**config.mk**
```make
export PLATFORM = sky130hd
export DESIGN_NAME = attrib07_serial_sub_flat
export DESIGN_NICKNAME = d
export VERILOG_FILES = /design/src/rtl/attrib07_serial_sub_if.sv /design/src/rtl/attrib07_serial_sub.sv /design/src/flat_wrapper.sv
export SDC_FILE = /design/constraint.sdc
export NUM_CORES = 1
export LEC_CHECK = 0
export ABC_AREA = 0
export CAP_MARGIN = 20
export CORE_ASPECT_RATIO = 1.2
export CORE_MARGIN = 2
export CORE_UTILIZATION = 55
export DETAILED_ROUTE_END_ITERATION = 10
export GPL_ROUTABILITY_DRIVEN = 0
export PLACE_DENSITY = 0.84
export SYNTH_ARGS = -nofsm -noshare
export SYNTH_HDL_FRONTEND = slang
export SYNTH_SLANG_ARGS = --single-unit
```
**constraint.sdc**
```tcl
create_clock -name clk -period 4.5 [get_ports clk]
set_input_delay 1.125 -clock clk [delete_from_list [all_inputs] [get_ports clk]]
set_output_delay 1.125 -clock clk [all_outputs]
set_load 0.005 [all_outputs]
```
**src/rtl/attrib07_serial_sub_if.sv**
```systemverilog
// Operand/result handshake bundle for attrib07_serial_sub.
// The producer/consumer side uses the master modport; the subtractor uses the slave modport.
interface attrib07_serial_sub_if #(
  parameter int WIDTH = 8
);
  logic             in_valid;
  logic             in_ready;
  logic [WIDTH-1:0] inp_a;
  logic [WIDTH-1:0] inp_b;
  logic             out_valid;
  logic             out_ready;
  logic [WIDTH-1:0] out;
  logic             borrow;

  modport master (
    output in_valid, inp_a, inp_b, out_ready,
    input  in_ready, out_valid, out, borrow
  );

  modport slave (
    input  in_valid, inp_a, inp_b, out_ready,
    output in_ready, out_valid, out, borrow
  );
endinterface

```
**src/rtl/attrib07_serial_sub.sv**
```systemverilog
// Digit-serial ripple-borrow subtractor: out = inp_a - inp_b, DIGIT bits per RUN cycle, LSB first.
// Optional ATTRIB07_SUB_SAT_EN: on final borrow the result saturates to 0 (borrow still reported).
module attrib07_serial_sub #(
  parameter int WIDTH = 8,
  parameter int DIGIT = 2
) (
  input  logic                  clk,
  input  logic                  rst,
  attrib07_serial_sub_if.slave  bus
);

  localparam int N  = WIDTH / DIGIT;
  localparam int CW = (N > 1) ? $clog2(N) : 1;
  localparam logic [CW-1:0] LAST_CNT = CW'(N - 1);

  typedef enum logic [1:0] {
    ST_IDLE = 2'd0,
    ST_RUN  = 2'd1,
    ST_DONE = 2'd2
  } state_t;

  state_t           r_state;
  state_t           w_state_nxt;
  logic             w_accept;
  logic             w_last;
  logic             w_release;

  logic [WIDTH-1:0] r_a;
  logic [WIDTH-1:0] r_b;
  logic [WIDTH-1:0] r_res;
  logic             r_bi;
  logic [CW-1:0]    r_cnt;
  logic             r_in_ready;
  logic             r_out_valid;
  logic [WIDTH-1:0] r_out;
  logic             r_borrow;

  logic [DIGIT:0]   w_diff;
  logic [WIDTH-1:0] w_dd_top;
  logic [WIDTH-1:0] w_res_nxt;
  logic [WIDTH-1:0] w_out_nxt;

  // State register
  always_ff @(posedge clk or negedge rst) begin
    if (!rst) begin
      r_state <= ST_IDLE;
    end else begin
      r_state <= w_state_nxt;
    end
  end

  // Next-state and transition strobes
  always_comb begin
    w_state_nxt = r_state;
    w_accept    = 1'b0;
    w_last      = 1'b0;
    w_release   = 1'b0;
    case (r_state)
      ST_IDLE: begin
        if (bus.in_valid && r_in_ready) begin
          w_state_nxt = ST_RUN;
          w_accept    = 1'b1;
        end else begin
          w_state_nxt = ST_IDLE;
        end
      end
      ST_RUN: begin
        if (r_cnt == LAST_CNT) begin
          w_state_nxt = ST_DONE;
          w_last      = 1'b1;
        end else begin
          w_state_nxt = ST_RUN;
        end
      end
      ST_DONE: begin
        if (r_out_valid && bus.out_ready) begin
          w_state_nxt = ST_IDLE;
          w_release   = 1'b1;
        end else begin
          w_state_nxt = ST_DONE;
        end
      end
      default: begin
        w_state_nxt = ST_IDLE;
      end
    endcase
  end

  // One digit of ripple-borrow subtract; the new digit enters at the top of a right-shifting result
  always_comb begin
    w_diff    = {1'b0, r_a[DIGIT-1:0]} - (* ripple_adder *) {1'b0, r_b[DIGIT-1:0]}
                - {{DIGIT{1'b0}}, r_bi};
    w_dd_top  = WIDTH'(w_diff[DIGIT-1:0]) << (WIDTH - DIGIT);
    w_res_nxt = (r_res >> DIGIT) | w_dd_top;
`ifdef ATTRIB07_SUB_SAT_EN
    if (w_diff[DIGIT]) begin
      w_out_nxt = {WIDTH{1'b0}};
    end else begin
      w_out_nxt = w_res_nxt;
    end
`else
    w_out_nxt = w_res_nxt;
`endif
  end

  // Operand capture, digit stepping and registered result/handshake outputs
  always_ff @(posedge clk or negedge rst) begin
    if (!rst) begin
      r_a         <= {WIDTH{1'b0}};
      r_b         <= {WIDTH{1'b0}};
      r_res       <= {WIDTH{1'b0}};
      r_bi        <= 1'b0;
      r_cnt       <= {CW{1'b0}};
      r_in_ready  <= 1'b0;
      r_out_valid <= 1'b0;
      r_out       <= {WIDTH{1'b0}};
      r_borrow    <= 1'b0;
    end else begin
      r_in_ready <= (w_state_nxt == ST_IDLE);
      if (w_accept) begin
        r_a   <= bus.inp_a;
        r_b   <= bus.inp_b;
        r_bi  <= 1'b0;
        r_cnt <= {CW{1'b0}};
      end else if (r_state == ST_RUN) begin
        r_a   <= r_a >> DIGIT;
        r_b   <= r_b >> DIGIT;
        r_res <= w_res_nxt;
        r_bi  <= w_diff[DIGIT];
        r_cnt <= w_last ? {CW{1'b0}} : r_cnt + {{(CW-1){1'b0}}, 1'b1};
      end else begin
        r_a   <= r_a;
        r_b   <= r_b;
        r_bi  <= r_bi;
        r_cnt <= r_cnt;
      end
      // Result is only published on entry to DONE, so a partial value is never visible
      if (w_last) begin
        r_out       <= w_out_nxt;
        r_borrow    <= w_diff[DIGIT];
        r_out_valid <= 1'b1;
      end else if (w_release) begin
        r_out_valid <= 1'b0;
      end else begin
        r_out_valid <= r_out_valid;
      end
    end
  end

  assign bus.in_ready  = r_in_ready;
  assign bus.out_valid = r_out_valid;
  assign bus.out       = r_out;
  assign bus.borrow    = r_borrow;

endmodule

```
**src/flat_wrapper.sv**
```systemverilog
// flat-port wrapper written by rule: the top's interface ports become plain ports
module attrib07_serial_sub_flat 
#(
  parameter int WIDTH = 8,
  parameter int DIGIT = 2
)
  (clk, rst, bus_in_valid, bus_inp_a, bus_inp_b, bus_out_ready, bus_in_ready, bus_out_valid, bus_out, bus_borrow);
  attrib07_serial_sub_if #(.WIDTH(WIDTH)) bus_i ();
  input  logic clk;
  input  logic rst;
  input wire logic [$bits(bus_i.in_valid)-1:0] bus_in_valid;
  input wire logic [$bits(bus_i.inp_a)-1:0] bus_inp_a;
  input wire logic [$bits(bus_i.inp_b)-1:0] bus_inp_b;
  input wire logic [$bits(bus_i.out_ready)-1:0] bus_out_ready;
  output wire logic [$bits(bus_i.in_ready)-1:0] bus_in_ready;
  output wire logic [$bits(bus_i.out_valid)-1:0] bus_out_valid;
  output wire logic [$bits(bus_i.out)-1:0] bus_out;
  output wire logic [$bits(bus_i.borrow)-1:0] bus_borrow;
  assign bus_i.in_valid = bus_in_valid;
  assign bus_i.inp_a = bus_inp_a;
  assign bus_i.inp_b = bus_inp_b;
  assign bus_i.out_ready = bus_out_ready;
  assign bus_in_ready = bus_i.in_ready;
  assign bus_out_valid = bus_i.out_valid;
  assign bus_out = bus_i.out;
  assign bus_borrow = bus_i.borrow;
  attrib07_serial_sub #(.WIDTH(WIDTH), .DIGIT(DIGIT)) u_core (.clk(clk), .rst(rst), .bus(bus_i));
endmodule
```
-- Word-level counts from Yosys, hierarchy flattened
Cells that the tools add are included.
- muxes and demuxes: 21
- bitwise logic cells: 2
- reduce and logical (&&, ||, !) cells: 7
- eq/ne operators: 3
- add/subtract/negate cells: 3
- operators with widths (kind ; count):
    8-bit 2-to-1 mux ; 4
    1-bit 2-to-1 mux ; 11
    2-bit 2-to-1 mux ; 5
    6-bit by 8-bit bitwise OR with 8-bit output ; 1
    2-bit one-hot mux with 3 select lines ; 1
    2-bit == test, second input constant ; 2
    2-bit logical NOT ; 2
    2-bit nonzero test ; 2
    2-bit by 2-bit subtractor with 3-bit output ; 1
    3-bit by 1-bit subtractor with 3-bit output ; 1
    2-bit by 1-bit adder with 2-bit output, second input constant ; 1
    2-bit by 1-bit == test with 1-bit output, second input constant ; 1
    1-bit logical AND ; 2
    2-bit AND reduction ; 1
    1-bit inverter ; 1
- bits of input ports: 20
- bits in registers: 40
- output and inout port bits: 11

-- Depth between registers and ports, before layout
Gate-level depths: netlist (run 1).
- word-level depth: 6
- gate-level depth with buffers: 8
- gate-level depth less buffers: 8

-- Least setup slack after synthesis (run 1)
OpenSTA, ideal clock, no wires.
- path type: register -> register
- from: reg u_core.r_bi
- to: reg u_core.r_out[7] (netlist: u_core.bus.out[7])
- arrival time: 2.135 ns
- setup slack: 2.241 ns
- stages on the path, launching flop included: 8
- clock period less this slack: 2.259 ns
- library setup time: 0.125 ns
- required time: 4.375 ns
- cells stage by stage: dfrtp_1 inv_1 fa_1 inv_1 ha_1 or2_2 fa_1 mux2_2
- cells in the longest elaborated chain, start to end: 2
- ends and longest elaborated chain (item ; RTL line ; source):
    from (decl) ; attrib07_serial_sub.sv:31 ; logic r_bi;
    from (signal assigned) ; attrib07_serial_sub.sv:129 ; r_bi <= w_diff[DIGIT];
    from (signal assigned) ; attrib07_serial_sub.sv:134 ; r_bi <= r_bi;
    3-bit by 1-bit subtractor with 3-bit output ; attrib07_serial_sub.sv:92 ; - {{DIGIT{1'b0}}, r_bi};
    via u_core.w_diff[1] ; attrib07_serial_sub.sv:38 ; logic [DIGIT:0] w_diff;
    6-bit by 8-bit bitwise OR with 8-bit output ; attrib07_serial_sub.sv:94 ; w_res_nxt = (r_res >> DIGIT) | w_dd_top;
    to (signal assigned) ; attrib07_serial_sub.sv:116 ; r_out <= {WIDTH{1'b0}};
    to (signal assigned) ; attrib07_serial_sub.sv:139 ; r_out <= w_out_nxt;
    to (decl) ; attrib07_serial_sub.sv:35 ; logic [WIDTH-1:0] r_out;
The timed path passes the listed nets, and every way through them passes these cells.
A chain may end at the register's enable or synchronous reset.

-- Final worst setup path (run 1)
- from: in bus_in_valid
- to: reg u_core.r_bi
- cells in the longest elaborated chain, start to end: 4
- ends and longest elaborated chain (item ; RTL line ; source):
    from (decl) ; flat_wrapper.sv:11 ; input wire logic [$bits(bus_i.in_valid)-1:0] bus_in_valid;
    1-bit logical AND (*) ; attrib07_serial_sub.sv:60 ; if (bus.in_valid && r_in_ready) begin
    1-bit 2-to-1 mux (*) ; attrib07_serial_sub.sv:60 ;
    1-bit 2-to-1 mux (*) ; attrib07_serial_sub.sv:58 ; case (r_state)
    1-bit 2-to-1 mux or 2-bit nonzero test (tied branches) ; n/a ;
Every way passes the cells marked *; elsewhere a longest branch is shown, timed or not.

==> metrics.yaml, run 1 <==
nFillCells: 230
cts_made_buffers: 5
worstPathRequired_ns: 4.71
wirelength_met1_um: 1230
slowest_stage: "nand4bb_1"
setup_tns_ns: 0
route.top_layer_used: "met4"
end_kind: "register"
hp-start: "u_core.bus.out[6]"
ys_warn_count: 0
totalPowerFinal_uw: 1450
r2r-start: "u_core.r_bi"
clkSinkCount: 38
worstPathMaxFanout: 26
gr-usage-all-layers_pct: 22.0
path_cells: "clkdlybuf4s50_1 -> nand4bb_1 -> nand3_1 -> o21ai_0"
power.share.combinational_pct: 43.2
cts_tree: "done"
worst_pin_slew_ns: 0.970
postCtsSetupBuffers: 0
vias: 1258
final_nets: 216
clk_path_buf_depth: 2
internal_power_uw: 921
grt_pass1_wl_um: 5480
period_share_pct: 57.9
vdd.ir_drop.worst_mv: 0.454
worstSkewPairLatency_ns: 0.35
multi_input_area_um2: 633
htreeDepth: 2
drtAntennaViolNets: 0
dp_hpwl_um: 2180
drt_wl_total_um: 3150
ioPinCount: 31
synthCells: 163
stdcell_area_um2: 2030
synth.distinct_cells: 26
ctsRootBufferMaster: "clkbuf_4"
coreArea_um2: 2840
setup_viol: 0
start_util_pct: 58.6
drive_above_1_share_pct: 9.90
antenna_cells: 0
maxCapViolCount: 0
placed_area_um2: 1950
drt_iter0_markers: 38
clock.fmax_ghz: 0.384
overflow: 0
min_to: "u_core.bus.out[6]"
ctsHoldBuffers: 0
hold_class: "reg -> reg"
clk_pin_slew_ns: 0.11
fp-row-count: 21
p_sw_uw: 528
syn_area_um2: 1660
setup_ws_ns: 1.89
timing.rr.end: "u_core.bus.out[7]"
syn_area_per_cell_um2: 10.2
path_class: "in -> reg"
r2r_setup_slack_ns: 2.15
first_global_vias: 1263
final_hold_viol_count: 0
die-width_um: 54.2
vias_per_cell: 5.57
rr_worst_depth: 7
hold_depth: 2
synth_nets: 188
p_sw_share_pct: 36.5
rsz0062_at_grt: "no"
worst-path-buf-inv: 1
skew_ns: 0.00817
cp.depth: 4
critPathArrivalTime_ns: 2.81
status: "finished, final reports clean"
period_needed_ns: 2.61
port_buffers: 30
drtPass1Iterations: 4
dr_wl_met2_um: 1710
die_h_um: 64.2
drc: 0
met3_length_um: 163
regArea_um2: 951
p_per_area_nw_per_um2: 715
cts_resized: 0
seq_power_share_pct: 41.1
drv_slew: 0
pwr-share-clk_pct: 15.7
path_delay_family: "simple AND/OR/NAND/NOR gates"
avgRoutedWirePerCell_um: 13.9
grt_max_degree: 39
antenna_found_initial: 0
ys_ff_latch: 38
dieArea_um2: 3480
place_ws_ns: 1.51
max_stage_delay_ns: 0.77
startpoint_type: "primary input"
yosysSeqAreaShare_pct: 57.2
layout-area-overhead-vs-synth_pct: 21.9
relSlewSlack_pct: 35.0
p_leak_uw: 0.000964
==> area by class of cell <==
class	count	share of cell area, %
Clock buffer	5	1.85
Clock inverter	3	1.98
Inverter	5	0.926
Multi-Input combinational cell	110	31.3
Sequential cell	38	46.9
Tap cell	34	2.10
Timing Repair Buffer	31	14.9
==> metal layers <==
metal,global-route usage [%],vias to the layer above
met5,0,-
met4,7.50,0
met3,7.48,5
met2,37.5,36
met1,24.8,619
li1,-,598
==> power by group through the flow <==
stage | Sequential, µW | Clock [µW] | Combinational (µW)
CTS | 595 | 233 | 634
finish | 596 | 227 | 626
global route | 613 | 251 | 711
detailed placement | 602 | 0 | 629
global placement | 590 | 0 | 593
floorplan | 584 | 0 | 441
==> worst max-delay path by stage <==
stage	startpoint	to	slack, ns
after global routing	bus_in_valid	u_core.r_b[3]	1.76
after global placement	bus_in_valid	u_core.r_bi	1.57
final	bus_in_valid	u_core.r_bi	1.89
after floorplan	u_core.r_bi	u_core.bus.out[7]	2.24
after detailed placement	bus_in_valid	u_core.r_a[4]	1.51
after CTS	bus_in_valid	u_core.r_b[3]	1.89
==> flip-flops by register name, summed over array words and instances, names as in the netlist <==
signal / count
u_core.r_cnt: 2
u_core.bus.borrow: 1
u_core.r_bi: 1
u_core.bus.out: 8
u_core.r_res: 6
u_core.r_a: 8
u_core.bus.in_ready: 1
u_core.r_state: 2
u_core.r_b: 8
u_core.bus.out_valid: 1
==> synthesized netlist by cell type <==
library cell   n  share of area [%]
buf_2          8                2.4
or3_1          1               0.38
ha_1           3                2.3
or2_2          1               0.38
buf_6          1               0.68
nor2_1         8                1.8
mux2_2         7                4.7
inv_1          5                1.1
a31oi_1        8                3.0
fa_1           2                2.4
a21oi_1        2               0.60
o21ai_0        7                2.1
nor2b_1        1               0.38
nand2_1       49                 11
nor3_1         2               0.60
xnor2_1        1               0.53
nand4bb_1      1               0.68
dfrtp_1       38                 57
and3_1         1               0.38
a22oi_1        2               0.90
nand3b_1       2               0.90
nand2b_1       1               0.38
a221o_1        2                1.2
buf_4          1               0.45
nand3_1        8                2.4
and4bb_4       1               0.98
==> metrics by stage <==
step / utilization [%] / hold WS, ns / cells
after floorplan: - / 0.442 / 163
after global placement: 68.7 / 0.459 / 218
after detailed placement: 68.7 / 0.473 / 218
after CTS: 71.4 / 0.498 / 226
after global routing: 71.4 / 0.527 / 226
final: 71.4 / 0.496 / 226
==> cell usage in the layout, fill, tap and decap left out <==
master and count:
nand2_1 49, bufinv_16 1, nand3_1 8, nor2_1 8, nand3b_1 2, buf_4 1
o21ai_0 7, fa_1 2, nand4bb_1 1, clkbuf_4 5, nand2b_1 1, mux2_2 7
xnor2_1 1, a31oi_1 8, clkdlybuf4s50_1 29, or3_1 1, a22oi_1 2, inv_1 5
ha_1 3, dfrtp_1 38, clkinv_2 2, and4bb_4 1, a21oi_1 2, nor3_1 2
nor2b_1 1, buf_2 1, and3_1 1, or2_2 1, a221o_1 2
==> worst min-delay path, stage by stage (launching register included) <==
cell and delay (ns):
dfrtp_1 0.36, nand2_1 0.05, o21ai_0 0.06
==> logic make-up (layout without fill, tap and decap cells) <==
| group | count (synthesis) | after routing | share of synthesized area [%] |
|---|---|---|---|
| AOI/OAI and AO/OA | 21 | 21 | 7.83 |
| xor gates and xnor gates | 1 | 1 | 0.527 |
| adders and majority gates | 5 | 5 | 4.67 |
| buffers and inverters | 15 | 44 | 4.67 |
| DFF | 38 | 38 | 57.2 |
| muxes | 7 | 7 | 4.74 |
| and+or+nand+nor | 76 | 76 | 20.3 |
Note: power is estimated with default switching activity, not from simulation.
==> inputs of run 2 (changes only) <==
Settings changed: CORE_UTILIZATION 55 to 51, PLACE_DENSITY 0.84 to 0.78.
Clock period 4.5 ns to 2.69 ns, I/O delays scaled along.
==> metrics.yaml, run 2 (same netlist as run 1, synthesis figures left out) <==
setup_ws_ns: 0.345
drc: 0
grt_pass1_wl_um: 5400
start_util_pct: 53.9
timing.rr.end: "u_core.bus.out[7]"
clk_pin_slew_ns: 0.11
p_per_area_nw_per_um2: 1180
end_kind: "register"
dp_hpwl_um: 2090
layout-area-overhead-vs-synth_pct: 23.0
ctsRootBufferMaster: "clkbuf_4"
status: "finished, final reports clean"
drtAntennaViolNets: 0
hold_class: "in -> async"
fp-row-count: 22
vias: 1243
worstSkewPairLatency_ns: 0.34
totalPowerFinal_uw: 2420
overflow: 0
port_buffers: 30
avgRoutedWirePerCell_um: 13.3
path_class: "reg -> reg"
cts_tree: "done"
postCtsSetupBuffers: 0
layout_common_cells: "nand2_1 (49), dfrtp_1 (38), clkdlybuf4s50_1 (29)"
rsz0062_at_grt: "no"
max_stage_delay_ns: 0.55
stdcell_area_um2: 2040
clk_path_buf_depth: 2
r2r_setup_slack_ns: 0.34
dieArea_um2: 3730
final_hold_viol_count: 0
place_ws_ns: 0.342
period_share_pct: 87.2
placed_area_um2: 1970
drt_wl_total_um: 3070
antenna_cells: 0
drv_slew: 0
path_cells: "inv_1 -> fa_1 -> inv_1 -> ha_1 -> or2_2 -> fa_1 -> mux2_2"
setup_tns_ns: 0
ioPinCount: 31
setup_viol: 0
drtPass1Iterations: 4
final_nets: 218
htreeDepth: 2
clkSinkCount: 38
cts_resized: 0
maxCapViolCount: 0
startpoint_type: "register"
period_needed_ns: 2.35
ctsHoldBuffers: 0
die-width_um: 56.1
nFillCells: 267
gr-usage-all-layers_pct: 18.9
vias_per_cell: 5.40
drive_above_1_share_pct: 10.8
first_global_vias: 1263
antenna_found_initial: 0
critPathArrivalTime_ns: 2.58
coreArea_um2: 3080
slowest_stage: "fa_1"
relSlewSlack_pct: 45.0
p_leak_uw: 0.000973
worstPathRequired_ns: 2.92
rr_worst_depth: 7
die_h_um: 66.5
grt_max_degree: 39
r2r-start: "u_core.r_bi"
clock.fmax_ghz: 0.426
endpoint: "u_core.bus.out[7]"
cts_made_buffers: 5
skew_ns: 0.00532
vdd.ir_drop.worst_mv: 0.756
final_common_cell: "nand2_1"
worst_pin_slew_ns: 0.825
crit_start: "u_core.r_bi"
worstPathMaxFanout: 2
hold_ws_ns: 0.417
drt_iter0_markers: 27
-- run 2: worst max-delay path: cells and delay by family, from the launching register on --
family	cells	cell delay, ns
muxes	1	0.27
buffers and inverters	2	0.11
and+or+nand+nor	1	0.29
DFF	1	0.37
adders and majority gates	3	1.21
-- run 2: area by class of cell --
| type | count | area (µm²) | share of cell area, % |
|---|---|---|---|
| inverters | 5 | 18.8 | 0.919 |
| clock buffers | 5 | 37.5 | 1.84 |
| multi-input cells | 110 | 633 | 31.0 |
| flip-flops and latches | 38 | 951 | 46.5 |
| clock inverters | 3 | 40.0 | 1.96 |
| well taps | 36 | 45.0 | 2.20 |
| repair buffers | 33 | 318 | 15.6 |
-- run 2: how the worst min path moves through the flow --
stage               startpoint                    to  slack [ns]  cells after the start
2_1_floorplan              rst     u_core.bus.borrow        0.38                      0
3_3_place_gp   u_core.r_res[2]       u_core.r_res[2]        0.46                      2
3_5_place_dp   u_core.r_res[2]       u_core.r_res[2]        0.47                      2
4_1_cts                    rst     u_core.bus.out[5]        0.43                      1
5_1_grt                    rst     u_core.r_state[0]        0.47                      1
6_report                   rst  u_core.bus.out_valid        0.42                      1
-- run 2: through the flow --
step / util [%] / instances
after global routing: 66.3 / 230
after detailed placement: 63.8 / 222
final: 66.3 / 230
after global placement: 63.8 / 222
after CTS: 66.3 / 230
after floorplan: - / 163
-- run 2: metal layers --
layer | vias up | routed length (µm) | track usage, %
met5 | - | 0 | 0
met4 | 0 | 29 | 6.25
met3 | 5 | 144 | 6.21
met2 | 38 | 1550 | 34.0
met1 | 603 | 1340 | 21.1
li1 | 597 | - | -
-- run 2: report_power, final --
part	internal [µW]	total [µW]	switching, µW
sequential	837	991	155
clock	193	378	186
combinational	521	1050	525
total	1550	2420	866
==> inputs of run 3 (changes only) <==
Settings changed: CTS_CLUSTER_SIZE set to 30.
==> results of run 3 <==
No change in the layout: final DEF, timing and power equal those of run 2.
